<file path="src/rtl/branch_target_table.sv">
// Runtime-loadable, multi-bank branch target table.
// Fetch presents a bank and an index and receives a registered PC target one
// cycle later. A valid/ready loader streams targets into one bank at a time.
module branch_target_table #(
   parameter int D     = 10,
   parameter int A     = 8,
   parameter int BANKS = 2,
   parameter int DEPTH = 16,
   localparam int BW   = (BANKS > 1) ? $clog2(BANKS) : 1,
   localparam int IW   = (DEPTH > 1) ? $clog2(DEPTH) : 1
) (
   input  logic          i_clk,
   input  logic          i_rst_n,
   input  logic [BW-1:0] i_bank_sel,
   input  logic [A-1:0]  i_addr,
   input  logic          i_branch,
   output logic [D-1:0]  o_target,
   output logic          o_target_valid,
   output logic          o_miss,
   input  logic          i_load_start,
   input  logic [BW-1:0] i_load_bank,
   input  logic          i_load_valid,
   input  logic [D-1:0]  i_load_data,
   input  logic          i_load_last,
   output logic          o_load_ready,
   output logic          o_load_done,
   output logic          o_busy
);

   typedef enum logic [1:0] {S_IDLE, S_LOAD, S_DONE} state_t;

   state_t          r_state;
   logic [IW-1:0]   r_ptr;
   logic [BW-1:0]   r_load_bank;
   logic            r_load_ready;
   logic            r_load_done;
   logic            r_busy;
   logic [D-1:0]    r_mem   [BANKS][DEPTH];
   logic [DEPTH-1:0] r_valid [BANKS];

   logic [D-1:0]    r_target;
   logic            r_target_valid;
   logic            r_miss;

   logic            w_bank_ok;
   logic            w_addr_ok;
   logic            w_load_bank_ok;
   logic [IW-1:0]   w_idx;
   logic            w_beat;
   logic            w_loading_sel;
   logic            w_hit;

   assign w_bank_ok      = 32'(i_bank_sel) < BANKS;
   assign w_addr_ok      = 32'(i_addr) < DEPTH;
   assign w_load_bank_ok = 32'(i_load_bank) < BANKS;
   assign w_idx          = i_addr[IW-1:0];
   assign w_beat         = (r_state == S_LOAD) && i_load_valid && r_load_ready;
   // A bank under load is never trusted: its valid bits are being rebuilt.
   assign w_loading_sel  = (r_state == S_LOAD) && (r_load_bank == i_bank_sel);
   assign w_hit          = w_bank_ok && w_addr_ok && !w_loading_sel
                           && r_valid[i_bank_sel][w_idx];

   assign o_target       = r_target;
   assign o_target_valid = r_target_valid;
   assign o_miss         = r_miss;
   assign o_load_ready   = r_load_ready;
   assign o_load_done    = r_load_done;
   assign o_busy         = r_busy;

   // Loader FSM: owns the table contents, valid bits and registered loader outputs.
   always_ff @(posedge i_clk or negedge i_rst_n) begin
      if (!i_rst_n) begin
         r_state      <= S_IDLE;
         r_ptr        <= '0;
         r_load_bank  <= '0;
         r_load_ready <= 1'b0;
         r_load_done  <= 1'b0;
         r_busy       <= 1'b0;
         for (int b = 0; b < BANKS; b++) begin
            r_valid[b] <= '0;
            for (int e = 0; e < DEPTH; e++) begin
               r_mem[b][e] <= '0;
            end
         end
      end else begin
         case (r_state)
            S_IDLE: begin
               if (i_load_start && w_load_bank_ok) begin
                  r_state              <= S_LOAD;
                  r_ptr                <= '0;
                  r_load_bank          <= i_load_bank;
                  r_valid[i_load_bank] <= '0;
                  r_load_ready         <= 1'b1;
                  r_busy               <= 1'b1;
               end
            end
            S_LOAD: begin
               if (w_beat) begin
                  r_mem[r_load_bank][r_ptr]   <= i_load_data;
                  r_valid[r_load_bank][r_ptr] <= 1'b1;
                  // The pointer stops at the last entry rather than wrapping.
                  if ((r_ptr == IW'(DEPTH - 1)) || i_load_last) begin
                     r_state      <= S_DONE;
                     r_load_ready <= 1'b0;
                     r_load_done  <= 1'b1;
                  end else begin
                     r_ptr <= r_ptr + 1'b1;
                  end
               end
            end
            S_DONE: begin
               r_state     <= S_IDLE;
               r_load_done <= 1'b0;
               r_busy      <= 1'b0;
            end
            default: begin
               r_state      <= S_IDLE;
               r_load_ready <= 1'b0;
               r_load_done  <= 1'b0;
               r_busy       <= 1'b0;
            end
         endcase
      end
   end

   // Lookup pipeline: one registered result per branch request.
   always_ff @(posedge i_clk or negedge i_rst_n) begin
      if (!i_rst_n) begin
         r_target       <= '0;
         r_target_valid <= 1'b0;
         r_miss         <= 1'b0;
      end else begin
         r_target_valid <= i_branch;
         r_miss         <= i_branch && !w_hit;
         r_target       <= (i_branch && w_hit) ? r_mem[i_bank_sel][w_idx] : '0;
      end
   end

endmodule
</file>
<file path="config.mk">
export PLATFORM = sky130hd
export DESIGN_NAME = branch_target_table
export DESIGN_NICKNAME = d
export VERILOG_FILES = /design/src/rtl/branch_target_table.sv
export SDC_FILE = /design/constraint.sdc
export NUM_CORES = 1
export LEC_CHECK = 0
export ABC_AREA = 1
export CAP_MARGIN = 25
export CORE_UTILIZATION = 65
export CTS_BUF_LIST = sky130_fd_sc_hd__clkbuf_4
export DETAILED_ROUTE_END_ITERATION = 8
export PLACE_DENSITY = 0.89
export SLEW_MARGIN = 20
export SYNTH_ARGS = -nofsm -noshare
export SYNTH_HDL_FRONTEND = slang
export SYNTH_SLANG_ARGS = --single-unit
</file>
<file path="constraint.sdc">
create_clock -name i_clk -period 4.69 [get_ports i_clk]
set_input_delay 1.407 -clock i_clk [delete_from_list [all_inputs] [get_ports i_clk]]
set_output_delay 1.407 -clock i_clk [all_outputs]
set_load 0.1 [all_outputs]
</file>
==> impl_metrics.csv <==
group,metric,value,unit
power_and_ir_drop,max-vdd-ir-drop,391,µV
worst_setup_path,crit_chain,"clkdlybuf4s50_1",
outcome,status,"complete, no violations",
timing,final_max_slew_viol_count,0,
die,row_count,58,
worst_setup_path,path_buf_inv,1,
die,die_h,163,µm
worst_setup_path,cp_max_fo,2,
clock_network,numCtsBuffers,96,
worst_setup_path,critPathArrivalTime,2.36,ns
routing,routedWlPerCell,19.1,µm
power_and_ir_drop,p_leak,8.68,nW
layout,final_util,0.736,
routing,drc_errors,0,
routing,vias_per_cell,6.27,
routing,dr.pass1.iters,7,
yosys,syn_nets,2119,
routing,final_antenna_net_count,0,
yosys,syn_avg_cell_area,8.09,µm²
routing,via_count,15600,
grt,grt_pass1_vias,15300,
die,die_area,0.0266,mm²
job,cap_violations,0,
routing,drt-initial-drc-count,2523,
clock_network,clk_latency,0.77,ns
worst_setup_path,r2r_slack,1.95,ns
clock_network,cts_buffer_depth,3,
clock_network,root_buffer,"clkbuf_4",
place,port_buffers,40,
timing,rsz0062_at_grt,"no",
clock_network,cts.htree.levels,3,
worst_setup_path,max_stage_delay,1.18,ns
layout,nets,2129,
worst_setup_path,cp-start-kind,"flip-flop",
die,die_w,163,µm
clock_network,cts.sinks,374,
power_and_ir_drop,power_density,478,mW/mm²
worst_hold_path,hold_class,"flip-flop to flip-flop",
timing,fin_crit,3.77,ns
yosys,synthDistinctLibCells,28,
timing,slew_headroom,0.317,
yosys,ys_seq_area_frac,0.554,
yosys,syn_area,0.0169,mm²
yosys,synth_top_area_frac,0.554,
place,hpwlAfterDp,29.1,mm
die,start_util,0.667,
clock_network,path_clk_slew,0.06,ns
worst_setup_path,cp-end-kind,"primary output",
grt,grtUsageTotal,0.373,
routing,wirelength,47.7,mm
worst_setup_path,crit_required,3.28,ns
yosys,synth_fa_ha_area_frac,0.00296,
timing,max_freq,265,MHz
layout,drive_gt1_frac,0.0925,
timing,finalSetupViolations,0,
worst_setup_path,critPathKind,"flip-flop to primary output",
grt,grt_first_pass_wirelength,77.4,mm
power_and_ir_drop,comb_power_share,0.198,
layout,area_delta_synth_final,10.3,%
worst_setup_path,slowest_stage,"clkdlybuf4s50_1",
grt,grt_antenna_before_repair,1,
timing,fin_skew,0.0643,ns
yosys,synth_warnings,0,
yosys,synth_cells,2089,
clock_network,cts_resized,0,
yosys,synth_mux_area_frac,0,
timing,period_share,0.803,
power_and_ir_drop,internal-power,5.98,mW
yosys,synth-compound-area-share,0.118,
power_and_ir_drop,clkPwrFrac,0.316,
yosys,ys_ff_latch,374,
power_and_ir_drop,switching_share,0.328,
power_and_ir_drop,seq_power_share,0.486,
power_and_ir_drop,netSwitchingPower,2.92,mW
grt,overflow,0,
timing,hold_violations,0,
grt,grt_max_degree,146,
clock_network,post_cts_buffers,0,
worst_setup_path,path_delay_family,"buffers and inverters",
clock_network,postCtsHoldBufs,0,
yosys,synthTopCellsByArea,"dfrtp_1, nand2_1, o21ai_0",
yosys,synth_top_family_by_area,"simple AND/OR/NAND/NOR gates",
yosys,synth_xor_area_frac,0,
yosys,post-synth-top-area-cell,"dfrtp_1",
die,pin_count,41,
timing,fin_setup_tns,0,ns
yosys,synth-simple-area-share,0.270,
timing,worstMarginPinSlew,1.02,ns
die,core_region_area,0.0253,mm²
clock_network,cts_tree,"built",
place,gp_congestion,0.899,
-- final cells by class --
cell class / instances / area (µm²)
Clock inverter: 19 / 140
Timing Repair Buffer: 74 / 808
Sequential cell: 374 / 9360
Tap cell: 330 / 413
Clock buffer: 143 / 1070
Inverter: 64 / 243
Multi-Input combinational cell: 1489 / 6600
Antenna cell: 1 / 2.50
Fill cell: 1828 / 6690
-- cell families after synthesis --
kind of cell | after synthesis
flops | 374
buf+inv | 226
compound gates | 391
fa+ha+maj | 4
simple gates | 1094
-- power groups by stage --
stage	Combinational (mW)	Clock (mW)	Sequential [mW]
2_1_floorplan	1.16	0	4.33
3_3_place_gp	1.61	0	4.32
3_5_place_dp	1.71	0	4.35
4_1_cts	1.73	2.83	4.30
5_1_grt	1.97	3.00	4.39
6_report	1.76	2.82	4.33
-- worst reg2reg max path, cell delays in order, from the launching register on --
cell	delay, ns
dfrtp_1	0.67
inv_2	0.32
nor2_4	0.44
nand4_1	0.72
o21ai_0	0.48
-- Yosys cell counts --
master,instances
buf_6,2
nand3_1,311
nand2_2,1
o211ai_1,12
o21ai_0,370
inv_2,4
clkinv_1,1
nand4_1,4
nor2_2,1
o21ai_1,6
inv_1,59
buf_1,12
buf_4,1
a21oi_1,1
clkbuf_2,1
o22ai_1,2
ha_1,4
nor3b_1,1
clkbuf_1,94
buf_2,52
nand2_1,716
nand3_2,1
nor2_4,2
nor3_1,3
nor2_1,51
nand4_2,2
nor4_1,1
dfrtp_1,374
-- routing by layer --
metal  up-vias  GRT usage  share of wire
li1       6926          -              -
met2      1069      0.581           0.46
met5         -          0              0
met4         0      0.169          0.036
met1      7494      0.510           0.39
met3       152     0.0736           0.11
-- layout by cell type, fill, tap and decap left out --
cell type,n
nor2_2,1
nor3_1,3
inv_2,5
buf_4,25
nand4_1,4
dfrtp_1,374
a21oi_1,1
buf_16,4
ha_1,4
clkinv_1,13
nand3_2,1
clkinv_4,1
inv_1,58
nand2_1,716
nand3_1,311
o22ai_1,2
nor2_4,2
clkdlybuf4s50_1,36
nand2_2,1
bufinv_16,2
clkinvlp_4,3
buf_8,3
o211ai_1,12
o21ai_0,370
o21ai_1,6
nor4_1,1
diode_2,1
buf_12,5
nor2_1,51
clkbuf_4,143
nand4_2,2
inv_4,1
nor3b_1,1
buf_2,1
-- final timing paths --
path / from / to / depth (start not counted)
worst max-delay path: o_load_done$_DFFE_PN0P_ / o_load_done / 1
worst min-delay path: r_mem[18]$_DFFE_PN0P_ / r_mem[18]$_DFFE_PN0P_ / 2
worst max register to register: r_load_bank$_DFFE_PN0P_ / r_mem[116]$_DFFE_PN0P_ / 4
worst min register to register: r_mem[18]$_DFFE_PN0P_ / r_mem[18]$_DFFE_PN0P_ / 2
max in group asynchronous: i_rst_n / r_mem[230]$_DFFE_PN0P_ / 3
min in group asynchronous: i_rst_n / r_mem[304]$_DFFE_PN0P_ / 1
-- stage by stage --
step	cell area, µm²	hold WS [ns]	total power [mW]	instances	setup WS [ns]
final	18600	0.484	8.90	2494	0.922
after global routing	18600	0.500	9.36	2494	0.879
after CTS	18600	0.483	8.86	2491	0.883
after detailed placement	17400	0.468	6.06	2329	0.944
after global placement	17300	0.461	5.92	2325	1.05
after floorplan	16900	0.448	5.49	2089	2.16
-- flip-flops by register name, indices dropped and copies added, names as in the netlist --
register        flops
r_mem             320
o_target_valid      1
r_state             2
r_ptr               4
o_load_done         1
r_valid            32
o_load_ready        1
r_load_bank         1
o_miss              1
o_target           10
o_busy              1
(Power assumes the default switching activity.)
